## config.mk

```make
export PLATFORM = sky130hd
export DESIGN_NAME = uart_tx_driver
export DESIGN_NICKNAME = d
export VERILOG_FILES = /design/src/rtl/uart_tx_driver.sv
export SDC_FILE = /design/constraint.sdc
export NUM_CORES = 1
export LEC_CHECK = 0
export BUFFER_PORTS_ARGS = -buffer_cell sky130_fd_sc_hd__buf_4
export CORE_MARGIN = 1.5
export CORE_UTILIZATION = 43
export DETAILED_ROUTE_END_ITERATION = 10
export GPL_ROUTABILITY_DRIVEN = 0
export PLACE_DENSITY = 0.65
export SYNTH_ARGS = -nofsm -noshare
export SYNTH_HDL_FRONTEND = slang
export SYNTH_SLANG_ARGS = --single-unit
```

## constraint.sdc

```tcl
create_clock -name HCLK -period 7.65 [get_ports HCLK]
set_clock_uncertainty 0.2 [all_clocks]
set_input_delay 1.53 -clock HCLK [delete_from_list [all_inputs] [get_ports HCLK]]
set_output_delay 1.53 -clock HCLK [all_outputs]
set_load 0.01 [all_outputs]
```

## src/rtl/uart_tx_driver.sv

```systemverilog
// uart_tx_driver: 8N1 serial transmitter fed by a small byte FIFO.
// Fixed clock count per bit; registered line output, idle high.
module uart_tx_driver #(
  parameter int CLKS_PER_BIT = 16,
  parameter int FIFO_AW      = 3
) (
  input  logic               HCLK,
  input  logic               HRESETn,
  input  logic [7:0]         wdata,
  input  logic               wvalid,
  output logic               wready,
  output logic               tx,
  output logic               busy,
  output logic [FIFO_AW:0]   level
);

  localparam int DEPTH = 1 << FIFO_AW;
  localparam int CW =
    (CLKS_PER_BIT > 1) ? $clog2(CLKS_PER_BIT) : 1;
  localparam logic [CW-1:0] CNT_LAST = CW'(CLKS_PER_BIT - 1);

  localparam logic [1:0] IDLE  = 2'd0;
  localparam logic [1:0] START = 2'd1;
  localparam logic [1:0] DATA  = 2'd2;
  localparam logic [1:0] STOP  = 2'd3;

  logic [7:0]       mem [DEPTH];
  logic [FIFO_AW:0] wptr;
  logic [FIFO_AW:0] rptr;
  logic             full;
  logic             empty;
  logic             push;
  logic             pop;

  logic [1:0]       state;
  logic [CW-1:0]    cnt;
  logic [2:0]       bit_idx;
  logic [7:0]       shift;
  logic             bit_end;

  // Pointer MSBs differ only when the write side has lapped the read side.
  assign empty = (wptr == rptr);
  assign full  =
    (wptr[FIFO_AW] != rptr[FIFO_AW]) &&
    (wptr[FIFO_AW-1:0] == rptr[FIFO_AW-1:0]);

  // A pop this cycle does not free a slot for this cycle's write.
  assign push    = wvalid && !full;
  assign bit_end = (cnt == CNT_LAST);

  assign wready = !full;
  assign level  = wptr - rptr;
  assign busy   = (state != IDLE) || !empty;

  // Pop the head when idle, or at the very end of a stop bit.
  always_comb begin
    pop = 1'b0;
    case (state)
      IDLE:    pop = !empty;
      STOP:    pop = bit_end && !empty;
      default: pop = 1'b0;
    endcase
  end

  // FIFO storage; contents need no reset since pointers define validity.
  always_ff @(posedge HCLK) begin
    if (push) begin
      mem[wptr[FIFO_AW-1:0]] <= wdata;
    end
  end

  // Read and write pointers, wrapping modulo twice the depth.
  always_ff @(posedge HCLK or negedge HRESETn) begin
    if (!HRESETn) begin
      wptr <= '0;
      rptr <= '0;
    end else begin
      if (push) begin
        wptr <= wptr + 1'b1;
      end
      if (pop) begin
        rptr <= rptr + 1'b1;
      end
    end
  end

  // Frame sequencer: start bit, eight data bits LSB first, stop bit.
  always_ff @(posedge HCLK or negedge HRESETn) begin
    if (!HRESETn) begin
      state   <= IDLE;
      cnt     <= '0;
      bit_idx <= '0;
      shift   <= '0;
      tx      <= 1'b1;
    end else begin
      case (state)
        IDLE: begin
          tx  <= 1'b1;
          cnt <= '0;
          if (!empty) begin
            shift <= mem[rptr[FIFO_AW-1:0]];
            tx    <= 1'b0;
            state <= START;
          end
        end
        START: begin
          if (bit_end) begin
            cnt     <= '0;
            bit_idx <= '0;
            tx      <= shift[0];
            state   <= DATA;
          end else begin
            cnt <= cnt + CW'(1);
          end
        end
        DATA: begin
          if (bit_end) begin
            cnt <= '0;
            if (bit_idx == 3'd7) begin
              tx    <= 1'b1;
              state <= STOP;
            end else begin
              bit_idx <= bit_idx + 3'd1;
              tx      <= shift[bit_idx + 3'd1];
            end
          end else begin
            cnt <= cnt + CW'(1);
          end
        end
        STOP: begin
          if (bit_end) begin
            cnt <= '0;
            if (!empty) begin
              shift <= mem[rptr[FIFO_AW-1:0]];
              tx    <= 1'b0;
              state <= START;
            end else begin
              state <= IDLE;
            end
          end else begin
            cnt <= cnt + CW'(1);
          end
        end
        default: begin
          state <= IDLE;
          tx    <= 1'b1;
          cnt   <= '0;
        end
      endcase
    end
  end

endmodule
```

==> results.sh, run 1 <==
export IMPL_status="complete, but fails checks"
export IMPL_violations="design-rule violations"
export IMPL_finalHoldViolations=0
export IMPL_row_count=34
export IMPL_grt_pass1_vias=2135
export IMPL_cap_violations=0
export IMPL_hold_start="cnt[0]$_DFF_PN0_"
export IMPL_r2r_start="rptr[1]$_DFFE_PN0P_"
export IMPL_critical_path_class="reg -> out"
export IMPL_cpMaxStageDelayCell="dfrtp_1"
export IMPL_io_pins=18
export IMPL_crit_start="rptr[1]$_DFFE_PN0P_"
export IMPL_post_drt_wl_per_cell_um=17.90
export IMPL_ys_flop_type="edfxtp_1"
export IMPL_endpoint_kind="output pin"
export IMPL_fin_util_pct=50.11
export IMPL_ir_drop_v=0.0001608
export IMPL_vias=2148
export IMPL_ys_seq_area_share_pct=65.41
export IMPL_syn_area_sq_um=3935
export IMPL_maxSlewHeadroom_pct=41.02
export IMPL_required_ns=5.92
export IMPL_min_period_over_period_pct=55.90
export IMPL_cts_tree="built"
export IMPL_drive_gt1_share_pct=21.40
export IMPL_vias_per_cell=5.466
export IMPL_core_sq_um=8806
export IMPL_setup_tns_ns=0
export IMPL_track_usage_pct=15.55
export IMPL_path_common_cell="inv_1"
export IMPL_drt_total_wl_mm=7.036
export IMPL_final_fill_count=740
export IMPL_cts_setup_buffers=0
export IMPL_synth_warning_count=0
export IMPL_grt_max_degree=27
export IMPL_start_util_pct=44.69
export IMPL_clk_latency_ns=0.36
export IMPL_min_period_ns=4.276
export IMPL_slowest_delay_ns=0.93
export IMPL_die_area_sq_um=9734
export IMPL_ys_ff_latch=90
export IMPL_async_flop_share_pct=28.89
export IMPL_leakagePower_nw=1.623
export IMPL_io_buffers=17
export IMPL_hold_path_class="reg -> reg"
export IMPL_max_freq_ghz=0.2338
export IMPL_drtIter0Drc=85
export IMPL_fp_dieW_um=98.66
export IMPL_drc=3
export IMPL_final_antenna_net_count=0
export IMPL_worst_pin_slew_ns=0.8814
export IMPL_ctsResizeCount=0
export IMPL_antenna_found_initial=0
export IMPL_slew_violations=0
export IMPL_fin_nets=305
export IMPL_critPathMaxFanout=20
export IMPL_syn_nets=283
export IMPL_start_kind="flip-flop"
export IMPL_cts_sinks=90
export IMPL_pwr_density_cell_nw_per_um2=411.2
export IMPL_drt_pre_antenna_iters=8
export IMPL_holdBufCountCts=0
export IMPL_grt_ovfl_total=0
export IMPL_syn_instance_count=258
export IMPL_ctsHtreeMaxLevel=3
export IMPL_grt_pass1_wl_mm=11.30
export IMPL_rsz0062_at_grt="no"
export IMPL_whs_ns=0.3093
export IMPL_crit_path_cell_trace="inv_1 -> ha_1 -> and3_1 -> and3_4 -> inv_1 -> buf_4"
export IMPL_setup_violations_final=0
export IMPL_n_antenna_cell=0
export IMPL_clkTransAtPathRegs_ns=0.10
export IMPL_areaGrowthSynthToFinish_pct=12.15
export IMPL_dieHeight_um=98.66
export IMPL_clock_path_buffers=2
export IMPL_avgSynthCellArea_sq_um=15.25
export IMPL_cts_buffers=9
export IMPL_cts_root_buffer="clkbuf_8"
export IMPL_cp_data_arrival_time_ns=2.55
export IMPL_synth_cell_types=45
export IMPL_synth_edff_count=64
export IMPL_dpl_hpwl_mm=4.753
==> final cells by class <==
class	instances	area (sq um)	share of cell area, %
clock inverters	7	112.6	2.552
clock buffers	9	123.9	2.807
inverters	13	48.80	1.106
well taps	108	135.1	3.062
repair buffers	20	150.1	3.402
flip-flops and latches	90	2574	58.32
multi-input cells	146	1269	28.75
==> routing by layer <==
layer	share of wire (%)	GRT usage (%)
met3	3.7	2.553
met1	49	22.35
met4	1.3	6.593
met2	46	23.77
met5	0	0
==> layout by cell type, fill, tap and decap left out, types with 2 or more instances in the layout <==
cell / count
edfxtp_1: 64
nand2_1: 30
dfrtp_1: 25
buf_4: 20
mux4_2: 18
nor2_1: 17
ha_1: 13
inv_1: 12
clkbuf_8: 9
a31oi_1: 8
xnor2_1: 7
o21ai_0: 5
nor3_1: 4
nand3_1: 4
a21oi_1: 4
a22o_1: 4
o21ai_1: 3
nor2b_1: 2
and3_1: 2
xor2_1: 2
nand4_1: 2
bufinv_16: 2
==> synth_stat cells, drive strengths merged, types with 2 or more instances <==
cell type	number	area, sq um
buf	4	25.02
ha	13	162.7
edfxtp	64	1922
mux4	18	405.4
a211oi	2	20.02
xor2	2	17.52
nand2	30	112.6
mux2	2	26.27
nand4	2	12.51
a31oi	8	50.05
nor2b	2	12.51
nor2	17	63.81
dfrtp	25	625.6
xnor2	8	77.58
and3	3	23.77
inv	12	45.04
clkbuf	5	18.77
nor3	4	20.02
a22o	4	35.03
a21oi	4	20.02
nand3	4	20.02
o21ai	8	40.03
==> power breakdown <==
part	leakage [nW]	switching [mW]	internal [mW]	total, mW
combinational	0.615	0.371	0.332	0.703
clock	0.115	0.182	0.191	0.373
sequential	0.893	0.0937	0.646	0.739
total	1.62	0.647	1.17	1.81
==> path summary, 6_finish.rpt <==
kind | end | slack, ns | cells after the start
setup reg to reg | mem[2][1]$_DFFE_PP_ | 4.14 | 6
hold reg to reg | cnt[0]$_DFF_PN0_ | 0.31 | 1
hold / removal | cnt[0]$_DFF_PN0_ | 0.31 | 1
setup / recovery | busy | 3.37 | 6
max in group asynchronous | tx$_DFFE_PN1P_ | 6.09 | 1
min in group asynchronous | cnt[3]$_DFF_PN0_ | 0.85 | 1
==> cell families after synthesis <==
| logic type | synth area share (%) |
|---|---|
| buf+inv | 2.353 |
| xor+xnor | 2.417 |
| fa+ha+maj | 4.642 |
| mux | 10.97 |
| flops | 65.41 |
| compound gates | 6.582 |
| simple gates | 7.631 |
==> sequential cells by signal, indices dropped and copies added (netlist names) <==
register,cells
wptr,4
state,2
rptr,4
shift,8
mem,64
tx,1
cnt,4
bit_idx,3
==> per-stage QoR <==
step                      power (mW)  cell area [sq um]  instances  setup slack [ns]
final                          1.815               4413        393             3.374
after global routing           1.936               4413        393             3.184
after detailed placement       1.459               4177        377             3.755
after global placement         1.449               4177        377             3.784
after floorplan                1.256               3935        258             3.934
after CTS                      1.832               4413        393             3.343
==> critical path, delay by kind of cell (launching register included) <==
family	cells	cell delay [ns]
buffers and inverters	3	0.30
AND/OR/NAND/NOR	2	0.61
flip-flops	1	0.93
adder cells (fa/ha/maj)	1	0.35
Note: power is estimated with default switching activity, not from simulation.
==> inputs of run 2 (changes only) <==
PLACE_DENSITY = 0.67   (was 0.65)
clock period = 3.43 ns   (was 7.65 ns; I/O delays follow)
==> run 2 against run 1 <==
Against the previous run:
- the run now ends clean
- largest cell class unchanged
- via count is 1.2% higher
- critical path type unchanged
- global-route usage increased by 1.6 points
- sequential share of layout area grew 0.25 points
- cell area down 0.43%
==> results.sh, run 2 (synthesis results as in run 1) <==
export IMPL_multi_input_area_sq_um=1269
export IMPL_final_common_cell="edfxtp_1"
export IMPL_cts_setup_buffers=0
export IMPL_leakagePower_nw=1.619
export IMPL_ir_drop_v=0.0003230
export IMPL_clk_latency_ns=0.35
export IMPL_areaGrowthSynthToFinish_pct=11.67
export IMPL_clock_path_buffers=2
export IMPL_fin_nets=311
export IMPL_grt_pass1_wl_mm=12.34
export IMPL_n_antenna_cell=0
export IMPL_start_util_pct=44.69
export IMPL_cp_buffers_inverters=3
export IMPL_layout_common_cells="64 x edfxtp_1, 30 x nand2_1, 26 x buf_4"
export IMPL_crit_path_cell_trace="clkinvlp_4 -> ha_1 -> and3_1 -> and3_4 -> inv_1 -> buf_4"
export IMPL_cts_tree="built"
export IMPL_grt_ovfl_total=0
export IMPL_cts_root_buffer="clkbuf_8"
export IMPL_fin_util_pct=49.90
export IMPL_track_usage_pct=17.17
export IMPL_io_buffers=17
export IMPL_setup_violations_final=0
export IMPL_drc=0
export IMPL_endpoint_kind="output pin"
export IMPL_die_area_sq_um=9734
export IMPL_slew_violations=0
export IMPL_setup_tns_ns=0
export IMPL_required_ns=2.54
export IMPL_worst_pin_slew_ns=0.6248
export IMPL_finalHoldViolations=0
export IMPL_cts_sinks=90
export IMPL_antenna_found_initial=0
export IMPL_cts_buffers=9
export IMPL_cp_data_arrival_time_ns=2.37
export IMPL_max_freq_ghz=0.3070
export IMPL_grt_pass1_vias=2246
export IMPL_hold_path_class="in -> async"
export IMPL_io_pins=18
export IMPL_core_sq_um=8806
export IMPL_path_delay_family="simple AND/OR/NAND/NOR gates"
export IMPL_largest_register_ffs=64
export IMPL_vias_per_cell=5.449
export IMPL_ff_latch_area_sq_um=2574
export IMPL_min_period_ns=3.258
export IMPL_grt_max_degree=27
export IMPL_final_antenna_net_count=0
export IMPL_drive_gt1_share_pct=22.68
export IMPL_pwr_density_cell_nw_per_um2=887.2
export IMPL_slowest_delay_ns=0.58
export IMPL_drt_pre_antenna_iters=6
export IMPL_dpl_hpwl_mm=5.408
export IMPL_clkTransAtPathRegs_ns=0.09
export IMPL_ctsHtreeMaxLevel=3
export IMPL_final_fill_count=727
export IMPL_post_drt_wl_per_cell_um=18.99
export IMPL_critical_path_class="reg -> out"
export IMPL_finalNonFillerCells=399
export IMPL_critPathMaxFanout=11
export IMPL_drtIter0Drc=122
export IMPL_cpMaxStageDelayCell="dfrtp_1"
export IMPL_drt_total_wl_mm=7.579
export IMPL_fp_dieW_um=98.66
export IMPL_dieHeight_um=98.66
export IMPL_min_period_over_period_pct=94.97
export IMPL_start_kind="flip-flop"
export IMPL_row_count=34
export IMPL_cap_violations=0
export IMPL_maxSlewHeadroom_pct=58.35
export IMPL_status="finished, final reports clean"
export IMPL_vias=2174
export IMPL_place_inst=383
run 2: per-layer routing:
layer  track usage (%)  part of all wire, %
met3             5.106                  4.9
met5                 0                    0
met2             27.03                   47
met1             23.42                   47
met4             4.945                 0.99
run 2: what timing repair did:
action | 4_1_cts | 5_1_grt
resized for setup | 0 | 1
setup endpoints to repair | 0 | 1
hold buffers | 0 | 0
run 2: per-stage QoR:
step | instance area, sq um | worst slack, ns | total power, mW | hold slack [ns]
global route | 4394 | -0.01198 | 4.172 | 0.04377
finish | 4394 | 0.1725 | 3.899 | 0.03063
global placement | 4222 | 0.5566 | 3.252 | 0.2993
detailed placement | 4222 | 0.4941 | 3.301 | 0.3025
floorplan | 3935 | 0.1582 | 2.801 | 0.1904
CTS | 4390 | 0.1565 | 3.938 | 0.02262
run 2: worst paths after layout:
check                                     from                    to  slack, ns  depth (start not counted)
min reg2reg                   cnt[0]$_DFF_PN0_      cnt[0]$_DFF_PN0_       0.31                          1
max in group asynchronous              HRESETn        tx$_DFFE_PN1P_       2.70                          1
max reg2reg                rptr[2]$_DFFE_PN0P_   mem[0][5]$_DFFE_PP_       0.45                          7
min                                    HRESETn  state[1]$_DFFE_PN0P_       0.03                          1
min in group HCLK             cnt[0]$_DFF_PN0_      cnt[0]$_DFF_PN0_       0.31                          1
max                        rptr[2]$_DFFE_PN0P_                  busy       0.17                          6
run 2: area by class of cell:
cell class,count,area share (%)
sequential,90,58.57
multi-input combinational,146,28.87
timing repair buffer,26,4.442
tap,108,3.075
clock buffer,11,2.990
inverter,13,1.196
clock inverter,5,0.8542
run 2: power by group:
| group | internal (mW) | switching (mW) |
|---|---|---|
| registers | 1.44 | 0.173 |
| clock network | 0.268 | 0.372 |
| logic | 0.761 | 0.884 |
| total | 2.47 | 1.43 |
==> inputs of run 3 (changes only) <==
CORE_MARGIN = not set   (was 1.5)
==> run 3 against run 2 <==
Against the previous run:
- the flow now finishes with violations (design-rule violations)
- global-route usage decreased by 0.43 points
- worst hold slack got worse by 0.0074 ns
- maximum frequency increased by 4.9%
- critical path depth unchanged
- critical path type unchanged
- critical endpoint unchanged
- largest cell class unchanged
==> results.sh, run 3 (synthesis results as in run 1) <==
export IMPL_antenna_found_initial=0
export IMPL_track_usage_pct=16.74
export IMPL_setup_violations_final=0
export IMPL_drt_total_wl_mm=7.363
export IMPL_io_buffers=17
export IMPL_drt_pre_antenna_iters=7
export IMPL_power_mw=4.028
export IMPL_required_ns=2.54
export IMPL_multi_input_area_sq_um=1269
export IMPL_clock_path_buffers=2
export IMPL_dieHeight_um=97.66
export IMPL_cts_root_buffer="clkbuf_8"
export IMPL_layout_common_cells="64 x edfxtp_1, 30 x nand2_1, 26 x buf_4"
export IMPL_grt_pass1_wl_mm=12.02
export IMPL_grt_pass1_vias=2278
export IMPL_cts_tree="built"
export IMPL_areaGrowthSynthToFinish_pct=12.85
export IMPL_clkTransAtPathRegs_ns=0.10
export IMPL_endpoint_kind="output pin"
export IMPL_critical_path_class="reg -> out"
export IMPL_finalNonFillerCells=399
export IMPL_crit_path_cell_trace="clkinvlp_4 -> ha_1 -> and3_1 -> and3_4 -> inv_1 -> buf_4"
export IMPL_grt_ovfl_total=0
export IMPL_maxSlewHeadroom_pct=57.86
export IMPL_start_kind="flip-flop"
export IMPL_violations="design-rule violations"
export IMPL_leakagePower_nw=1.648
export IMPL_clk_latency_ns=0.35
export IMPL_drc=4
export IMPL_largest_register_ffs=64
export IMPL_slowest_delay_ns=0.50
export IMPL_ir_drop_v=0.0003101
export IMPL_dpl_hpwl_mm=5.319
export IMPL_hold_path_class="in -> async"
export IMPL_cap_violations=0
export IMPL_final_common_cell="edfxtp_1"
export IMPL_min_period_ns=3.106
export IMPL_cts_sinks=90
export IMPL_status="complete, but fails checks"
export IMPL_crit_start="rptr[2]$_DFFE_PN0P_"
export IMPL_core_sq_um=8806
export IMPL_path_delay_family="simple AND/OR/NAND/NOR gates"
export IMPL_cp_buffers_inverters=3
export IMPL_fin_nets=311
export IMPL_holdBufCountCts=0
export IMPL_ctsHtreeMaxLevel=3
export IMPL_min_period_over_period_pct=90.55
export IMPL_die_area_sq_um=9537
export IMPL_critPathMaxFanout=11
export IMPL_cts_buffers=9
export IMPL_n_antenna_cell=0
export IMPL_io_pins=18
export IMPL_place_inst=383
export IMPL_ff_latch_area_sq_um=2575
export IMPL_cpMaxStageDelayCell="dfrtp_2"
export IMPL_max_freq_ghz=0.3220
export IMPL_drive_gt1_share_pct=23.71
export IMPL_r2r_start="rptr[2]$_DFFE_PN0P_"
export IMPL_worst_pin_slew_ns=0.6321
export IMPL_grt_max_degree=27
export IMPL_drtIter0Drc=154
export IMPL_slew_violations=0
export IMPL_row_count=34
export IMPL_fp_dieW_um=97.66
export IMPL_cp_data_arrival_time_ns=2.22
export IMPL_fin_util_pct=50.43
export IMPL_vias=2179
export IMPL_pwr_density_cell_nw_per_um2=907.2
export IMPL_final_fill_count=722
export IMPL_final_antenna_net_count=0
export IMPL_vias_per_cell=5.461
export IMPL_finalHoldViolations=0
export IMPL_rsz0062_at_grt="no"
export IMPL_start_util_pct=44.69
export IMPL_post_drt_wl_per_cell_um=18.45
export IMPL_setup_tns_ns=0
## run 3: changes by cell type in the layout (fill, tap and decap cells not counted)
cell | before | now
clkinv_2 | 1 | 0
clkinvlp_4 | 3 | 1
dfrtp_2 | 0 | 1
dfrtp_1 | 25 | 24
clkinv_4 | 0 | 1
inv_8 | 0 | 3
clkbuf_1 | 2 | 0
bufinv_16 | 0 | 1
## run 3: path summary, 6_finish.rpt
path                                             to  slack [ns]  depth (start not counted)
worst min-delay path               cnt[1]$_DFF_PN0_        0.02                          1
max in group asynchronous            tx$_DFFE_PN1P_        2.70                          1
worst max-delay path                           busy        0.32                          6
worst max register to register  mem[0][3]$_DFFE_PP_        0.64                          7
worst min register to register     cnt[0]$_DFF_PN0_        0.31                          1
min in group HCLK                  cnt[0]$_DFF_PN0_        0.31                          1
## run 3: what timing repair did
action	CTS	global route
buffers inserted	0	0
gates resized for setup	0	2
setup endpoints to repair	0	1
## run 3: final cells by class
type                            count  share of cell area (%)
Clock inverter                      7                   2.029
Tap cell                          108                   3.043
Clock buffer                        9                   2.790
Sequential cell                    90                   57.99
Inverter                           13                   1.183
Timing Repair Buffer               26                   4.396
Multi-Input combinational cell    146                   28.57
## run 3: layer usage
layer / share of wire [%] / routed length, um / GRT usage (%)
met3: 4.0 / 295 / 3.381
met1: 46 / 3417 / 22.23
met4: 2.2 / 161 / 6.643
met5: 0 / 0 / 0
met2: 47 / 3488 / 27.11
## run 3: worst reg2reg max path, cell delays in order, from the launching register on
cell        delay [ns]
dfrtp_2           0.50
clkinvlp_4        0.22
ha_1              0.37
and3_1            0.29
a21boi_1          0.37
nand2_1           0.21
nor3_1            0.17
buf_4             0.19
## run 3: where the power goes
group / total (mW) / switching (mW) / internal, mW
clock network: 0.763 / 0.405 / 0.359
registers: 1.61 / 0.171 / 1.44
logic: 1.65 / 0.891 / 0.763
## run 3: metrics by stage
stage / setup slack (ns) / cell area [sq um] / hold WS, ns
floorplan: 0.1582 / 3935 / 0.1904
global placement: 0.5572 / 4222 / 0.2927
detailed placement: 0.5131 / 4222 / 0.2968
CTS: 0.1386 / 4436 / 0.02738
global route: 0.1719 / 4441 / 0.04478
finish: 0.3241 / 4441 / 0.02325
